$ cat config.mk
export PLATFORM = sky130hd
export DESIGN_NAME = vector_lane_sequencer
export DESIGN_NICKNAME = d
export VERILOG_FILES = /design/src/rtl/vector_lane_sequencer.sv
export SDC_FILE = /design/constraint.sdc
export NUM_CORES = 1
export LEC_CHECK = 0
export CAP_MARGIN = 20
export CELL_PAD_IN_SITES_DETAIL_PLACEMENT = 1
export CELL_PAD_IN_SITES_GLOBAL_PLACEMENT = 1
export CORE_MARGIN = 2
export CORE_UTILIZATION = 34
export DETAILED_ROUTE_END_ITERATION = 10
export GPL_ROUTABILITY_DRIVEN = 0
export PLACE_DENSITY = 0.82
export RECOVER_POWER = 25
export SETUP_SLACK_MARGIN = 0.15
export SLEW_MARGIN = 25
export SYNTH_ARGS = -nofsm -noshare
export SYNTH_HDL_FRONTEND = slang
export SYNTH_SLANG_ARGS = --single-unit
$ cat constraint.sdc
create_clock -name clk -period 1.7 [get_ports clk]
set_input_delay 0.34 -clock clk [delete_from_list [all_inputs] [get_ports clk]]
set_output_delay 0.34 -clock clk [all_outputs]
set_load 0.01 [all_outputs]
$ cat src/rtl/vector_lane_sequencer.sv
// rtl/vector_lane_sequencer.sv - serializes a captured 8-lane vector into per-lane beats
// Optional LANE_MASK_EN: skip lanes whose captured mask bit is 0.
module vector_lane_sequencer #(
    parameter int LANE_W    = 8,
    parameter int NUM_LANES = 8
) (
    input  logic                          clk,
    input  logic                          reset,
    input  logic                          start,
    input  logic [LANE_W*NUM_LANES-1:0]   Rv,
    input  logic [NUM_LANES-1:0]          mask,
    output logic                          busy,
    output logic                          out_valid,
    input  logic                          out_ready,
    output logic [LANE_W-1:0]             out_data,
    output logic [$clog2(NUM_LANES)-1:0]  out_idx,
    output logic                          out_last,
    output logic                          done
);
    localparam int IDX_W = $clog2(NUM_LANES);

    typedef enum logic [1:0] {IDLE, RUN, DONE} state_t;

    state_t                       state, state_n;
    logic [LANE_W*NUM_LANES-1:0]  vec;
    logic [NUM_LANES-1:0]         msk;
    logic [NUM_LANES-1:0]         mask_in;
    logic [IDX_W-1:0]             index, index_n;
    logic [IDX_W-1:0]             first_idx, next_idx;
    logic                         first_found, next_found;
    logic                         capture;

`ifdef LANE_MASK_EN
    assign mask_in = mask;
`else
    // Every lane is enabled; the mask pins exist but carry no meaning here.
    assign mask_in = '1;
    logic unused_mask;
    assign unused_mask = ^mask;
`endif

    always_ff @(posedge clk) begin
        if (reset) begin
            state <= IDLE;
            vec   <= '0;
            msk   <= '0;
            index <= '0;
        end else begin
            state <= state_n;
            index <= index_n;
            if (capture) begin
                vec <= Rv;
                msk <= mask_in;
            end
        end
    end

    // Lowest enabled lane at capture time, and lowest enabled lane above the current index.
    always_comb begin
        first_idx   = '0;
        first_found = 1'b0;
        next_idx    = '0;
        next_found  = 1'b0;
        for (int k = NUM_LANES - 1; k >= 0; k--) begin
            if (mask_in[k]) begin
                first_idx   = IDX_W'(k);
                first_found = 1'b1;
            end
            if (msk[k] && (k > int'(index))) begin
                next_idx   = IDX_W'(k);
                next_found = 1'b1;
            end
        end
    end

    always_comb begin
        state_n = state;
        index_n = index;
        capture = 1'b0;
        unique case (state)
            IDLE: begin
                if (start) begin
                    capture = 1'b1;
                    index_n = first_idx;
                    state_n = first_found ? RUN : DONE;
                end
            end
            RUN: begin
                if (out_ready) begin
                    if (next_found) begin
                        index_n = next_idx;
                    end else begin
                        state_n = DONE;
                    end
                end
            end
            DONE: begin
                state_n = IDLE;
                index_n = '0;
            end
            default: begin
                state_n = IDLE;
                index_n = '0;
            end
        endcase
    end

    assign busy      = (state == RUN) || (state == DONE);
    assign out_valid = (state == RUN);
    assign done      = (state == DONE);
    assign out_data  = out_valid ? vec[int'(index)*LANE_W +: LANE_W] : '0;
    assign out_idx   = out_valid ? index : '0;
    assign out_last  = out_valid && !next_found;

endmodule

* Word level (Yosys, flattened, before mapping)
Index checks and enable logic that the tools add are counted.
Cells by class: $lt $le $gt $ge 7, equal/unequal tests 6, shift-type cells 1, multiplexer cells 26, reductions and logical operators 13
Operators with widths (count):
- variable part select 64 x 7 -> 8 bit | 1
- two-way mux 3 bit | 11
- > comparator 3 bit, first input constant | 4
- two-way mux 1 bit | 9
- logical AND 1 bit | 8
- two-way mux 8 bit | 1
- > comparator 2 x 3 -> 1 bit, first input constant | 2
- two-way mux 2 bit | 3
- one-hot mux 3 bit (2 select lines) | 1
- AND reduction 3 bit | 2
- != test 2 x 1 -> 1 bit, second input constant | 2
- != test 2 bit, second input constant | 2
- one-hot mux 2 bit (2 select lines) | 1
- > comparator 1 x 3 -> 1 bit, first input constant | 1
- equality test 2 x 1 -> 1 bit, second input constant | 1
- equality test 2 bit, second input constant | 1
- logical NOT 2 bit | 1
- logical NOT 1 bit | 1
- logical OR 1 bit | 1
Word-level totals: flip-flop bits (word level) 70, input bits 76, output and inout port bits 15, logic and storage cells 57

* Depth between registers and ports, before layout
depth after elaboration 12, gate-level depth with buffers 7, depth with buffers taken out 5

* Worst setup path before layout
No wires, ideal clock.
path type register to output, start register state[1], end output out_data[0], arrival time 1.349 ns, data required time 1.360 ns, slack 0.011 ns, cell stages (with the launch flop) 7, buffers on the path 2, path through dfxtp_1 inv_1 ha_1 buf_2 and2_1 buf_2 a22o_1
On the way: cells in the longest elaborated chain, start to end 2
Ends and longest elaborated chain:
- start: declaration | RTL line 24 | state_t state, state_n;
- start signal: assignment | RTL line 49 | state <= state_n;
- equality test 2 x 1 -> 1 bit | RTL line 109 | assign out_valid = (state == RUN);
- named net out_valid | RTL line 13 | output logic out_valid,
- two-way mux 8 bit | RTL line 111 | assign out_data = out_valid ? vec[int'(index)*LANE_W +: LANE_W] : '0;
- end: declaration | RTL line 15 | output logic [LANE_W-1:0] out_data,
The timed path passes the listed nets, and every way through them passes these cells.

* Worst setup path in the final report
start register index[0], end output out_data[3]
On the way: cells in the longest elaborated chain, start to end 2
Ends and longest elaborated chain:
- start: declaration | RTL line 28 | logic [IDX_W-1:0] index, index_n;
- start signal: assignment | RTL line 50 | index <= index_n;
- variable part select 64 x 7 -> 8 bit | RTL line 111
- two-way mux 8 bit | RTL line 111
Every way passes these cells.

==> flow_summary.json <==
{
  "cts_hold_buf": 0,
  "clkSinkCount": 70,
  "cp_data_required_time_ns": 1.36,
  "rows": 34,
  "ant_nets": 0,
  "worst_setup_path_start_kind": "flop",
  "syn_inst": 353,
  "drv_slew": 0,
  "max_cap_viol_count": 0,
  "yosysMostFrequentCell": "nand2_1",
  "drt-met1-wl_um": 3860,
  "final-setup-viol-count": 43,
  "final_util": 0.518,
  "dr.pass1.iters": 4,
  "antenna_cells": 0,
  "wire_per_inst_um": 18.4,
  "worst_pin_slew_ns": 0.415,
  "cts.clk_slew.worst_paths_ns": 0.08,
  "violations": "negative setup slack",
  "fmax_mhz": 461,
  "path_cells": "buf_12 -> mux4_2 -> a22o_1 -> buf_2",
  "worstSetupPathType": "flop to output port",
  "maxSlewHeadroom": 0.720,
  "cpLargestDelayFamily": "multiplexers",
  "ys_async_sr_fraction": 0,
  "slowest_delay_ns": 0.50,
  "synth_top_area_frac": 0.459,
  "hold_path.class": "primary input to flop",
  "post-place-ws_ns": -0.438,
  "die_area_um2": 9750,
  "leakagePower_nw": 1.72,
  "cp-end-kind": "output port",
  "synthTopCellsByCount": "130 x nand2_1, 70 x dfxtp_1, 66 x a21oi_1",
  "ys_types": 31,
  "initial_core_util": 0.350,
  "final_hold_viol_count": 0,
  "insertion_delay_ns": 0.36,
  "synth_area_leader_cell": "dfxtp_1",
  "vias": 2923,
  "ir_worst_vdd_mv": 0.583,
  "ys_seq_area_frac": 0.459,
  "die_w_um": 98.7,
  "cts_max_level": 3,
  "layout-drive-gt1-share": 0.215,
  "drtIter0Drc": 85,
  "grt_max_degree": 37,
  "cp_max_fo": 6,
  "cp.arrival_ns": 1.83,
  "topRoutingLayerUsed": "met4",
  "synth_top_flop_cell": "dfxtp_1",
  "wl_met2_um": 5680,
  "synth_edf_count": 0,
  "yosys_warnings": 0,
  "yosys-top-cells-area": "dfxtp_1 46%, nand2_1 16%, a21oi_1 11%, mux4_2 8.9%, mux4_1 3.4%",
  "cts_tree": "yes",
  "cpMaxStageDelayCell": "mux4_2",
  "rsz0062_at_grt": "true",
  "cts_root_buffer": "clkbuf_8",
  "io_pins": 91,
  "fin_crit_sh": 1.28,
  "portBuffers": 82,
  "fin_crit_ns": 2.17,
  "finalClockSkew_ns": 0.0130,
  "route.detailed.drc": 0,
  "status": "finished with violations",
  "syn_nets": 433,
  "area_delta_synth_final_pct": 48.0,
  "avgSynthCellArea_um2": 8.64,
  "post-dp-hpwl_um": 6920,
  "clk_path_buf_depth": 2,
  "wl_um": 10400,
  "antenna_found_initial": 0,
  "crit_buf_inv": 2,
  "layout_setup_ws_ns": -0.470,
  "routed_via_density": 5.19,
  "core_um2": 8720,
  "grt_pass1_wl_um": 15700,
  "p_per_area_nw_per_um2": 1230,
  "die_h_um": 98.7,
  "gr-total-overflow": 0,
  "synth.cell_area_um2": 3050,
  "numCtsBuffers": 9,
  "grtUsageTotal": 0.212,
  "grt_pass1_vias": 3198,
  "ys_seq_elements": 70,
  "wl_met3_um": 514,
  "finalNetCount": 530
}
[final cells by class]
type | count | area [um^2]
tap | 108 | 135
clock buffer | 11 | 151
multi-input combinational | 252 | 1590
inverter | 3 | 13.8
timing repair buffer | 114 | 1140
clock inverter | 5 | 81.3
fill | 1016 | 4210
sequential | 70 | 1410
[logic make-up after synthesis]
family,synth area share
and+or+nand+nor,0.190
AOI/OAI and AO/OA,0.162
DFF,0.459
buffers and inverters,0.0455
muxes,0.126
adders and majority gates,0.0164
[state kept, by name, indices dropped and copies added (netlist names)]
register  count
state         2
msk           1
vec          64
index         3
[metrics by stage]
stage	cells	setup TNS [ns]	instance area [um^2]	total power, mW	hold WS (ns)
floorplan	353	0	3080	3.01	0.432
global placement	536	-3.08	4140	3.66	0.441
detailed placement	536	-3.41	4140	3.75	0.447
CTS	556	-3.81	4440	5.46	0.301
global route	563	-13.99	4520	5.88	0.327
finish	563	-5.39	4520	5.57	0.327
[power breakdown]
part           internal (mW)  switching, mW
clock                  0.906          0.656
sequential              1.90          0.189
combinational          0.934          0.983
[cells in the final DEF, fill, tap and decap left out, drive strengths merged]
cell,n
nand2,130
dfxtp,70
a21oi,66
clkdlybuf4s50,66
buf,47
mux4,16
clkbuf,12
a22o,8
and2,5
nand2b,4
ha,4
inv,3
nor2,2
bufinv,2
nor2b,2
nand3,2
clkinv,2
a21boi,1
o21ai,1
a41oi,1
a211oi,1
a21bo,1
a31oi,1
a311oi,1
a221oi,1
mux2i,1
a211o,1
o21bai,1
nor3,1
o21ba,1
clkinvlp,1
[worst paths after layout]
kind                 start          end  slack (ns)  cells after the start
setup reg to reg  state[1]     state[0]       -0.20                      9
hold reg to reg    vec[15]      vec[15]        0.46                      2
setup / recovery  index[0]  out_data[3]       -0.47                      4
hold / removal       reset       vec[7]        0.33                      2
[repair_timing]
item,CTS,global route
buffers inserted,3,7
gates cloned,1,0
resized for setup,91,13
pin swaps,11,10
endpoints found under the setup margin,68,17
hold endpoints to repair,0,0
[routing by layer]
metal | track usage | vias up
li1 | - | 1388
met1 | 0.231 | 1430
met2 | 0.394 | 86
met3 | 0.0461 | 19
met4 | 0.0896 | 0
met5 | 0 | -
No activity file was read; power rests on OpenSTA's default activity.
